<file path="src/rtl/instruction_fetch_stage.sv">
// IF stage: owns the program counter, captures ROM output into IF/ID, and
// handles stall, signed-direction redirects and halt-opcode detection.
module instruction_fetch_stage #(
  parameter int unsigned PC_WIDTH    = 16,
  parameter int unsigned INST_WIDTH  = 9,
  parameter logic [PC_WIDTH-1:0] RESET_PC = 1,
  parameter logic [4:0]  HALT_OPCODE = 5'b11010
) (
  input  logic                  clk,
  input  logic                  reset,
  input  logic                  stall,
  input  logic                  redirect_valid,
  input  logic [PC_WIDTH-1:0]   redirect_base_pc,
  input  logic                  redirect_dir,
  input  logic [PC_WIDTH-1:0]   redirect_offset,
  output logic [PC_WIDTH-1:0]   rom_pc,
  input  logic [INST_WIDTH-1:0] rom_instruction,
  output logic [INST_WIDTH-1:0] ifid_instruction,
  output logic [PC_WIDTH-1:0]   ifid_pc,
  output logic                  ifid_valid,
  output logic                  halted,
  output logic [PC_WIDTH-1:0]   fetch_count
);

  localparam int unsigned OPERAND_WIDTH = INST_WIDTH - 5;
  localparam logic [INST_WIDTH-1:0] RESET_INST = {HALT_OPCODE, {OPERAND_WIDTH{1'b0}}};

  logic [PC_WIDTH-1:0]   pc_reg, pc_next;
  logic [INST_WIDTH-1:0] ifid_instruction_reg, ifid_instruction_next;
  logic [PC_WIDTH-1:0]   ifid_pc_reg, ifid_pc_next;
  logic                  ifid_valid_reg, ifid_valid_next;
  logic                  halted_reg, halted_next;
  logic [PC_WIDTH-1:0]   fetch_count_reg, fetch_count_next;

  logic [PC_WIDTH-1:0]   redirect_target;
  logic                  is_halt;

  // Offset is unsigned; direction selects add or subtract, both wrap.
  assign redirect_target = redirect_dir ? (redirect_base_pc + redirect_offset)
                                        : (redirect_base_pc - redirect_offset);
  assign is_halt = (rom_instruction[INST_WIDTH-1:INST_WIDTH-5] == HALT_OPCODE);

  always_comb begin
    pc_next               = pc_reg;
    ifid_instruction_next = ifid_instruction_reg;
    ifid_pc_next          = ifid_pc_reg;
    ifid_valid_next       = ifid_valid_reg;
    halted_next           = halted_reg;
    fetch_count_next      = fetch_count_reg;

    if (redirect_valid) begin
      // Flush the wrong-path slot and squash any halt fetched on it.
      pc_next         = redirect_target;
      ifid_valid_next = 1'b0;
      halted_next     = 1'b0;
    end else if (stall) begin
      pc_next = pc_reg;
    end else if (halted_reg) begin
      ifid_valid_next = 1'b0;
    end else begin
      ifid_instruction_next = rom_instruction;
      ifid_pc_next          = pc_reg;
      ifid_valid_next       = 1'b1;
      fetch_count_next      = fetch_count_reg + PC_WIDTH'(1);
      if (is_halt) begin
        halted_next = 1'b1;
      end else begin
        pc_next = pc_reg + PC_WIDTH'(1);
      end
    end
  end

  always_ff @(posedge clk or posedge reset) begin
    if (reset) begin
      pc_reg               <= RESET_PC;
      ifid_instruction_reg <= RESET_INST;
      ifid_pc_reg          <= '0;
      ifid_valid_reg       <= 1'b0;
      halted_reg           <= 1'b0;
      fetch_count_reg      <= '0;
    end else begin
      pc_reg               <= pc_next;
      ifid_instruction_reg <= ifid_instruction_next;
      ifid_pc_reg          <= ifid_pc_next;
      ifid_valid_reg       <= ifid_valid_next;
      halted_reg           <= halted_next;
      fetch_count_reg      <= fetch_count_next;
    end
  end

  assign rom_pc           = pc_reg;
  assign ifid_instruction = ifid_instruction_reg;
  assign ifid_pc          = ifid_pc_reg;
  assign ifid_valid       = ifid_valid_reg;
  assign halted           = halted_reg;
  assign fetch_count      = fetch_count_reg;

endmodule

</file>
<file path="config.mk">
export PLATFORM = sky130hd
export DESIGN_NAME = instruction_fetch_stage
export DESIGN_NICKNAME = d
export VERILOG_FILES = /design/src/rtl/instruction_fetch_stage.sv
export SDC_FILE = /design/constraint.sdc
export NUM_CORES = 1
export LEC_CHECK = 0
export CAP_MARGIN = 20
export CORE_MARGIN = 2
export CORE_UTILIZATION = 40
export DETAILED_ROUTE_END_ITERATION = 10
export PLACE_DENSITY = 0.78
export SETUP_SLACK_MARGIN = 0.4
export SYNTH_ARGS = -nofsm -noshare
export SYNTH_HDL_FRONTEND = slang
export SYNTH_SLANG_ARGS = --single-unit
</file>
<file path="constraint.sdc">
create_clock -name clk -period 6 [get_ports clk]
set_clock_uncertainty 0.2 [all_clocks]
set_input_delay 1.2 -clock clk [delete_from_list [all_inputs] [get_ports clk]]
set_output_delay 1.2 -clock clk [all_outputs]
set_load 0.01 [all_outputs]
</file>
# == After elaboration in Yosys (flattened, before gate mapping) ==
# Cells that the tools add are included.
# totals
register_bits,59
word_cells,31
out_inout_bits,59
# op_classes
eq_ne,4
bitwise_logic,3
mux,12
add_sub_neg,4
n_reduce_logical,2
# ops
cell,count
$mux 16,5
$add 16x1->16 const B,2
$add 16x16->16,1
$sub 16x16->16,1
$mux 1,7
$reduce_and 3->1,2
$eq 5x5->1 const B,1
$ne 2x2->1 const B,2
$not 1->1,3
$ne 2x1->1 const B,1

# == Longest topological paths before layout ==
# depth
ltp_word,5
ltp_mapped,14
ltp_nobuf,14

# == Least setup slack after synthesis ==
# Ideal clock, no wire load.
# synth_path
path_kind,input -> register
startpoint,input port redirect_offset[2]
endpoint,"register pc_reg[14], in the netlist rom_pc[14]"
cell_stages,11
setup_ns,0.084
t_required_ns,5.716
path_buffers,0
arrival_ns,3.497
setup_slack_ns,2.219
cell_sequence,or4_4 > nor4_4 > nor2_1 > xnor2_1 > ha_1 > a21oi_1 > o21a_1 > o21ai_0 > a221oi_1 > o21ai_0 > a21boi_0
# synth_between
elab_chain_len,3
# synth_rtl
element,line_no,rtl
"start, declared",15,"input logic [PC_WIDTH-1:0] redirect_offset,"
$sub 16x16->16 / $add 16x16->16 (equally long branches),"40, 39",
$mux 16 *,39,assign redirect_target = redirect_dir ? (redirect_base_pc + redirect_offset)
$mux 16 *,51,if (redirect_valid) begin
"end signal, assigned",82,pc_reg <= pc_next;
"end, declared",28,"logic [PC_WIDTH-1:0] pc_reg, pc_next;"
# Mark *: on every way between the ends. The rest lies on a longest branch, timed or not.
# A chain may end at the register's enable or synchronous reset.

# == Final worst setup path ==
# Same ends and word-level chain as after synthesis.

==> flow_summary.json <==
{
  "ys_seq_area_share_pct": 41.2,
  "die_w_um": 98.8,
  "vdd_drop_max_mv": 0.141,
  "ff_latch_area_um2": 1480,
  "max_stage_delay_ps": 580,
  "routabilityCongestion": 0.900,
  "setup_violations": 0,
  "syn_area_per_cell_um2": 10.1,
  "cts_root_buf": "clkbuf_8",
  "vias": 3027,
  "routed_wl_um": 8260,
  "fp.dieH_um": 98.8,
  "overflow": 0,
  "grt_use_total_pct": 17.2,
  "cts_max_path_buffers": 2,
  "synth_seq_cells": 59,
  "rsz0062_at_grt": "no",
  "run_status": "finished, final reports clean",
  "crit_start": "redirect_offset[2]",
  "drc": 0,
  "cpMaxStageDelayCell": "or4_4",
  "cp-endpoint": "rom_pc[14]$_DFFE_PP0P_",
  "setup-tns-final_ps": 0,
  "dp_hpwl_um": 6540,
  "timing.final.crit_share_pct": 71.1,
  "area_delta_synth_final_pct": 37.4,
  "path_cells": "clkdlybuf4s50_1 -> or4_4 -> nor4_4 -> nor2_1 -> xnor2_1 -> ha_1 -> a21oi_1 -> o21a_1 -> o21ai_0 -> a221oi_1 -> o21ai_0 -> a21boi_0",
  "final_common_cell": "clkdlybuf4s50_1",
  "fin_crit_ps": 4270,
  "tightest_slew_ps": 733,
  "rr_endpoint": "rom_pc[14]$_DFFE_PP0P_",
  "drt_iter0_markers": 142,
  "cts_hold_buf": 0,
  "coreArea_um2": 8720,
  "post_drt_via_cell_ratio": 5.21,
  "crit_path_end_kind": "flip-flop",
  "grt_pass1_vias": 2934,
  "port_buffers": 104,
  "critPathKind": "in2reg",
  "fp-row-count": 34,
  "clock_latency_ps": 330,
  "syn-cell-area_um2": 3590,
  "yosysUniqueCellTypes": 45,
  "cellPowerDensity_nw_per_um2": 300,
  "dieArea_um2": 9760,
  "cp.arrival_ps": 4310,
  "grt_pass1_wl_um": 13700,
  "start_util_pct": 41.2,
  "cts_resized": 0,
  "critPathRequiredTime_ps": 6040,
  "reg2reg_depth": 6,
  "wl_per_cell_um": 14.2,
  "syn-num-nets": 426,
  "place_ws_ps": 1360,
  "ys_warn_count": 0,
  "cp.buffers_inverters": 1,
  "antenna_found_initial": 0,
  "synth-main-ff-cell": "dfrtp_1",
  "final_cell_mix": "clkdlybuf4s50_1, dfrtp_1, xnor2_1",
  "multi_input_area_um2": 2040,
  "drv_cap": 0,
  "fmax_mhz": 234,
  "setup_ws_ps": 1730,
  "cts_max_level": 3,
  "rr_startpoint": "rom_pc[0]$_DFFE_PP1P_",
  "leakage_nw": 2.03,
  "postCtsSetupRepairBufs": 0,
  "fin_nets": 537,
  "ys_async_sr_fraction_pct": 100,
  "cts_buffers": 9,
  "cp_max_fo": 5,
  "maxSlewViolCount": 0,
  "synth-edff-count": 0,
  "cts_tree": "yes",
  "max-slew-margin-rel_pct": 51.1,
  "synth_cells": 357,
  "clkTransAtPathRegs_ps": 60,
  "hold_class": "reg2reg",
  "finalHoldViolations": 0,
  "worst_setup_path_start_kind": "input port",
  "nFillCells": 743,
  "io_pins": 105,
  "clock_sinks": 59,
  "crit_top_cell": "o21ai_0",
  "drive_gt1_share_pct": 11.2,
  "postRouteAntennaNets": 0,
  "crit_cells": 12,
  "grt_max_degree": 60,
  "r2r_slack_ps": 3810,
  "num_antenna_cells": 0,
  "drt_first_pass_iters": 4,
  "cp_top_family": "compound AO/OA/AOI/OAI gates"
}
[logic make-up after synthesis]
logic type / share of synthesized area [%]
AOI/OAI and AO/OA: 10.7
xor gates and xnor gates: 13.9
adders and majority gates: 8.22
buffers and inverters: 2.16
DFF: 41.2
muxes: 9.30
and+or+nand+nor: 14.5
[worst min-delay path by stage]
stage	slack [ps]	depth (start not counted)	from	end
final	270	1	fetch_count[15]$_DFFE_PP0P_	fetch_count[15]$_DFFE_PP0P_
after global routing	280	1	fetch_count[15]$_DFFE_PP0P_	fetch_count[15]$_DFFE_PP0P_
after CTS	270	1	fetch_count[15]$_DFFE_PP0P_	fetch_count[15]$_DFFE_PP0P_
after detailed placement	260	1	fetch_count[15]$_DFFE_PP0P_	fetch_count[15]$_DFFE_PP0P_
after global placement	270	1	fetch_count[15]$_DFFE_PP0P_	fetch_count[15]$_DFFE_PP0P_
after floorplan	310	1	fetch_count[15]$_DFFE_PP0P_	fetch_count[15]$_DFFE_PP0P_
[layer usage]
metal	share of wire [%]	global-route usage, %
met3	6.1	3.83
met4	0.90	4.95
met5	0	0
met1	45	23.1
met2	48	28.0
[cells in the mapped netlist, types with 2 or more instances]
library cell / n / share of area (%)
a21boi_0: 4 / 0.84
a21o_1: 2 / 0.42
a21oi_1: 20 / 2.8
a31oi_1: 2 / 0.35
a41oi_1: 2 / 0.49
and2_1: 3 / 0.52
and3_1: 5 / 0.87
and4_1: 2 / 0.49
buf_2: 2 / 0.28
clkbuf_1: 5 / 0.52
dfrtp_1: 55 / 38
dfstp_2: 4 / 2.9
ha_1: 22 / 7.7
inv_1: 12 / 1.3
mux2_2: 27 / 8.5
mux2i_1: 3 / 0.84
nand2_1: 31 / 3.2
nand3_1: 12 / 1.7
nand4_1: 7 / 1.2
nor2_1: 24 / 2.5
nor3_1: 8 / 1.1
nor4_1: 3 / 0.52
o211ai_1: 6 / 1.3
o21ai_0: 19 / 2.6
o221ai_1: 2 / 0.49
xnor2_1: 36 / 8.8
xor2_1: 21 / 5.1
[cell type report]
cell class | instances | area share, %
inverter | 12 | 0.913
clock buffer | 13 | 3.02
tap | 108 | 2.74
timing repair buffer | 108 | 21.7
multi-input combinational | 278 | 41.3
sequential | 59 | 30.0
clock inverter | 3 | 0.304
[power by group]
part | switching (W) | leakage, nW | internal, W
Clock | 0.000145 | 0.0872 | 0.000159
Sequential | 0.0000947 | 0.724 | 0.000500
Combinational | 0.000244 | 1.22 | 0.000337
Total | 0.000483 | 2.03 | 0.000996
[worst reg2reg max path, stage by stage (launching register included)]
cell and delay [ps]:
dfstp_2 580, ha_1 160, o211ai_1 200, nor4b_1 410, xor2_1 200, a2bb2oi_1 160, a21boi_0 200
[through the flow]
stage	utilization, %	area, um2	std cells	total power (W)	hold slack (ps)
after CTS	56.6	4940	581	0.00150	275
after floorplan	-	3590	357	0.000878	307
after global routing	56.6	4940	581	0.00157	283
after global placement	54.7	4770	565	0.00117	267
final	56.6	4940	581	0.00148	267
after detailed placement	54.7	4770	565	0.00119	264
Note: power is estimated with default switching activity, not from simulation.
